`config.mk`:
```
export PLATFORM = sky130hd
export DESIGN_NAME = mul_share_arbiter
export DESIGN_NICKNAME = d
export VERILOG_FILES = /design/src/rtl/mul_share_arbiter_pkg.sv /design/src/rtl/mul_share_arbiter_pick.sv /design/src/rtl/mul_share_arbiter.sv
export SDC_FILE = /design/constraint.sdc
export NUM_CORES = 1
export LEC_CHECK = 0
export BUFFER_PORTS_ARGS = -buffer_cell sky130_fd_sc_hd__buf_2
export CAP_MARGIN = 30
export CORE_MARGIN = 1.5
export CORE_UTILIZATION = 47
export DETAILED_ROUTE_END_ITERATION = 6
export GPL_TIMING_DRIVEN = 0
export PLACE_DENSITY_LB_ADDON = 0.1
export SKIP_CTS_REPAIR_TIMING = 1
export SYNTH_ARGS = -nofsm -noshare
export SYNTH_HDL_FRONTEND = slang
export SYNTH_SLANG_ARGS = --single-unit
```
`constraint.sdc`:
```
create_clock -name clk -period 4.3 [get_ports clk]
set_input_delay 0.86 -clock clk [delete_from_list [all_inputs] [get_ports clk]]
set_output_delay 0.86 -clock clk [all_outputs]
set_load 0.03 [all_outputs]
```
`src/rtl/mul_share_arbiter_pkg.sv`:
```
// Shared definitions for the multiplier-sharing arbiter: state encoding and default sizing.
package mul_share_arbiter_pkg;

    localparam int unsigned DefaultWidth = 16;
    localparam int unsigned DefaultNreq  = 4;
    localparam int unsigned DefaultIdxw  = 2;

    localparam logic [1:0] IDLE   = 2'd0;
    localparam logic [1:0] LAUNCH = 2'd1;
    localparam logic [1:0] WAIT   = 2'd2;
    localparam logic [1:0] RESP   = 2'd3;

    typedef enum logic [1:0] {
        StIdle   = IDLE,
        StLaunch = LAUNCH,
        StWait   = WAIT,
        StResp   = RESP
    } arb_state_e;

endpackage

```
`src/rtl/mul_share_arbiter_pick.sv`:
```
// Combinational round-robin pick: first set request bit at or above rr_ptr, wrapping at NREQ.
module rr_priority_pick #(
    parameter int unsigned NREQ = 4,
    parameter int unsigned IDXW = 2
) (
    input  logic [NREQ-1:0] req,
    input  logic [IDXW-1:0] rr_ptr,
    output logic            found,
    output logic [IDXW-1:0] idx
);

    logic [2*NREQ-1:0] req_dbl;
    logic [NREQ-1:0]   req_rot;
    logic [IDXW:0]     sum;

    // Doubling the vector makes the rotation wrap at NREQ rather than at 2^IDXW.
    assign req_dbl = {req, req};
    assign req_rot = req_dbl[rr_ptr +: NREQ];

    always_comb begin
        found = 1'b0;
        idx   = '0;
        sum   = '0;
        for (int unsigned k = 0; k < NREQ; k++) begin
            if (!found && req_rot[k]) begin
                found = 1'b1;
                sum   = {1'b0, rr_ptr} + (IDXW+1)'(k);
                if (sum >= (IDXW+1)'(NREQ)) begin
                    sum = sum - (IDXW+1)'(NREQ);
                end
                idx = sum[IDXW-1:0];
            end
        end
    end

endmodule

```
`src/rtl/mul_share_arbiter.sv`:
```
// Round-robin sequencer sharing one start/done multiplier among NREQ requesters.
module mul_share_arbiter
    import mul_share_arbiter_pkg::*;
#(
    parameter int unsigned WIDTH = DefaultWidth,
    parameter int unsigned NREQ  = DefaultNreq,
    parameter int unsigned IDXW  = DefaultIdxw
) (
    input  logic                  clk,
    input  logic                  rst,
    input  logic [NREQ-1:0]       req,
    input  logic [NREQ*WIDTH-1:0] req_multiplier,
    input  logic [NREQ*WIDTH-1:0] req_multiplicand,
    output logic [NREQ-1:0]       resp_valid,
    output logic [2*WIDTH-1:0]    resp_product,
    output logic                  busy,
    output logic [IDXW-1:0]       grant_idx,
    output logic                  mul_start,
    output logic [WIDTH-1:0]      mul_multiplier,
    output logic [WIDTH-1:0]      mul_multiplicand,
    input  logic [2*WIDTH-1:0]    mul_product,
    input  logic                  mul_done
);

    arb_state_e         state_q;
    logic [IDXW-1:0]    rr_ptr_q;
    logic [IDXW-1:0]    grant_q;
    logic               seen_low_q;
    logic [2*WIDTH-1:0] result_q;
    logic [NREQ-1:0]    resp_valid_q;
    logic               busy_q;
    logic               mul_start_q;
    logic [WIDTH-1:0]   mul_a_q;
    logic [WIDTH-1:0]   mul_b_q;

    logic               pick_found;
    logic [IDXW-1:0]    pick_idx;
    logic [WIDTH-1:0]   sel_a;
    logic [WIDTH-1:0]   sel_b;
    logic [IDXW-1:0]    rr_ptr_next;

    rr_priority_pick #(
        .NREQ (NREQ),
        .IDXW (IDXW)
    ) u_pick (
        .req    (req),
        .rr_ptr (rr_ptr_q),
        .found  (pick_found),
        .idx    (pick_idx)
    );

    always_comb begin
        sel_a = '0;
        sel_b = '0;
        for (int unsigned i = 0; i < NREQ; i++) begin
            if (pick_idx == IDXW'(i)) begin
                sel_a = req_multiplier[i*WIDTH +: WIDTH];
                sel_b = req_multiplicand[i*WIDTH +: WIDTH];
            end
        end
    end

    assign rr_ptr_next = (grant_q == IDXW'(NREQ - 1)) ? '0 : grant_q + 1'b1;

    always_ff @(posedge clk or negedge rst) begin
        if (!rst) begin
            state_q      <= StIdle;
            rr_ptr_q     <= '0;
            grant_q      <= '0;
            seen_low_q   <= 1'b0;
            result_q     <= '0;
            resp_valid_q <= '0;
            busy_q       <= 1'b0;
            mul_start_q  <= 1'b0;
            mul_a_q      <= '0;
            mul_b_q      <= '0;
        end else begin
            unique case (state_q)
                StIdle: begin
                    if (pick_found) begin
                        grant_q     <= pick_idx;
                        mul_a_q     <= sel_a;
                        mul_b_q     <= sel_b;
                        mul_start_q <= 1'b1;
                        busy_q      <= 1'b1;
                        state_q     <= StLaunch;
                    end
                end
                StLaunch: begin
                    mul_start_q <= 1'b0;
                    seen_low_q  <= 1'b0;
                    state_q     <= StWait;
                end
                StWait: begin
                    // A done level is only trusted after it has been seen low once.
                    if (!mul_done) begin
                        seen_low_q <= 1'b1;
                    end else if (seen_low_q) begin
                        result_q     <= mul_product;
                        resp_valid_q <= NREQ'(1) << grant_q;
                        state_q      <= StResp;
                    end
                end
                StResp: begin
                    resp_valid_q <= '0;
                    rr_ptr_q     <= rr_ptr_next;
                    busy_q       <= 1'b0;
                    state_q      <= StIdle;
                end
                default: begin
                    state_q <= StIdle;
                end
            endcase
        end
    end

    assign resp_valid       = resp_valid_q;
    assign resp_product     = result_q;
    assign busy             = busy_q;
    assign grant_idx        = grant_q;
    assign mul_start        = mul_start_q;
    assign mul_multiplier   = mul_a_q;
    assign mul_multiplicand = mul_b_q;

endmodule
```
==> metrics <==
outcome=finished clean; clock power share=0.146; RSZ-0062 raised after global routing=false; Fill cells=694; num ports=239; Syn Area/Cell=12.2 um2; max_cap viols=0; largest cells by area after synthesis=dfrtp_1 (49%), mux2i_1 (18%), mux2_1 (9.7%); Top FF cell, synth=dfrtp_1; M2 GR Usage=0.409; Final WS setup=2160 ps; Switching Fraction=0.456; async set or reset register ratio after synthesis=1.00; critical path class=input pin to register; routed wire length=10.3 mm; TritonCTS Sinks=77; Unique masters post-synth=24; Levels on crit path=6; die width=94.6 um; FF+latch area=0.00193 mm2; YS warnings=0; gr busiest metal=met2; drt first pass iters=4; die area=0.00895 mm2; Peak supply drop=0.390 mV; Core Box Area=0.00818 mm2; DR vias=3,445; worst hold-check path type=input pin to asynchronous set/reset pin; CP Data Arrival Time=2330 ps; Mapped Area=0.00395 mm2; pre-CTS setup slack=1820 ps; Root Buffer=clkbuf_8; CP bufs+invs=2; Commonest cells post-synth=dfrtp_1 (77), mux2i_1 (69), nand2_1 (40), mux2_1 (34), o221ai_1 (32); RR Startpoint=state_q[1]; RePlAce Congestion=0.776; Reg clk slew, reported paths=80 ps; standard-cell rows=33; FMAX=468 MHz; clock tree from TritonCTS=built; Least-Margin Pin Slew=485 ps; leak pwr=0.00298 uW; Avg Vias per Cell=5.04; GR Util met3=0.0467; First DRT Iteration DRCs=105; area leader, netlist=dfrtp_1; most frequent cell after synthesis=dfrtp_1; combinational fraction of design power=0.546; worst hold slack=449 ps; vias in the first global route=3,261; antenna violations before repair=0; Setup TNS=0 ps; Slew Limit Fails=0; worst slew margin relative to its limit=0.676; fin crit period=2140 ps; Initial Utilization=0.483; final worst path period share=0.497; Global Route Usage Sum=0.224; number of remaining DRC errors=0; IO buf count=238; Skew-Pair Late Insertion Delay=340 ps; Die Height=94.6 um; P_int=2240 uW; global route overflow=0; part of the power in registers=0.308; Critical Path Sink Type=register; multi-input combinational cell area=0.00180 mm2; Post-synth EDFFs=0; crit-path cells=buf_2 > nor2_1 > a21boi_1 > o21ai_1 > clkbuf_1 > o221ai_1; Yosys reg bits=77; CP peak stage delay=440 ps; buffer depth of the longest clock path=2; grt met1 use=0.269; antenna viol nets, final=0; Net Count, Synth=499; first-pass GRT wire length=15.5 mm; Mapped Cells=323; endpoints failing setup=0; fin nets=749; total power=4120 uW; register area share after synthesis=0.488; Crit path required time=4490 ps; Sw Pwr=1880 uW; CP max FO=10; DR WL/cell=15.1 um; CP max stage cell=clkbuf_1; FF-to-FF setup slack=2200 ps; Antenna Diode Count=0; RR Endpoint=mul_multiplier[6]; largest net degree at the start of global routing=49; pwr/cell area=746 mW/mm2; Final Hold Viols=0; layout cells sized above 1=0.467; CP startpoint kind=input pin; largest delay contributor family on the critical path=compound AO/OA/AOI/OAI gates; CTS buffer count=9; worst clock skew=16.9 ps; area grow syn2layout=39.9%; reg2reg path depth=6; H-Tree Depth=3; top cell type's share of synthesized area=0.488; Post-DP HPWL=8.28 mm
## through the flow
step | util | std cells | cell area (um2)
floorplan | - | 323 | 3950
global placement | 0.644 | 666 | 5270
detailed placement | 0.648 | 667 | 5300
CTS | 0.675 | 683 | 5520
global route | 0.675 | 683 | 5520
finish | 0.675 | 683 | 5520
## kinds of logic (layout without fill, tap and decap cells)
| family | after synthesis | after routing | synth area share |
|---|---|---|---|
| AOI/OAI and AO/OA | 50 | 50 | 0.0973 |
| adders and majority gates | 9 | 9 | 0.0285 |
| buffers and inverters | 28 | 283 | 0.0549 |
| DFF | 77 | 77 | 0.488 |
| muxes | 103 | 103 | 0.272 |
| and+or+nand+nor | 56 | 56 | 0.0590 |
## how the worst max path moves through the flow
stage	from	end
after floorplan	req[2]	mul_multiplicand[10]
after global placement	req[2]	mul_multiplicand[5]
after detailed placement	req[2]	mul_multiplicand[6]
after CTS	req[2]	mul_multiplier[6]
after global routing	state_q[1]	mul_multiplier[9]
final	req[2]	mul_multiplier[6]
## sequential cells by signal, summed over array words and instances, names as in the netlist
signal            cells
busy                  1
grant_idx             2
mul_multiplicand     16
mul_multiplier       16
mul_start             1
resp_product         32
resp_valid            4
rr_ptr_q              2
seen_low_q            1
state_q               2
## cell type report
cell class	instances	area share
plain buffers	22	0.0351
clock buffers	10	0.0231
clock inverters	6	0.0168
inverters	6	0.00408
multi-input cells	218	0.327
flip-flops and latches	77	0.349
well taps	105	0.0238
repair buffers	239	0.221
## power groups by stage
stage,clock [uW],combinational [uW],sequential (uW)
3_3_place_gp,0,2240,1260
2_1_floorplan,0,949,1920
5_1_grt,647,2430,1310
3_5_place_dp,0,2280,1280
6_report,600,2250,1270
4_1_cts,620,2280,1270
## layout by cell type, fill, tap and decap left out
cell type and instances:
o221ai_1 32, clkbuf_4 1, clkbuf_1 8, a21oi_1 4
inv_1 6, dfrtp_1 77, clkbuf_8 9, o21ai_1 10
bufinv_16 2, buf_2 245, mux2_1 34, and3_1 1
buf_12 6, clkinvlp_4 2, inv_6 2, nor2_2 1
buf_16 1, or3_1 1, a211oi_1 1, a21boi_1 1
nand3_1 5, buf_4 1, nor3b_1 1, nand2_1 40
o2bb2ai_1 1, ha_1 9, mux2i_1 69, nand2b_1 2
nor2_1 5, o32a_1 1
## metal layers
metal	share of wire	wire (um)
met1	0.41	4220
met2	0.52	5400
met3	0.061	632
met4	0.0086	89
met5	0	0
Power figures use the tool's default switching activity.
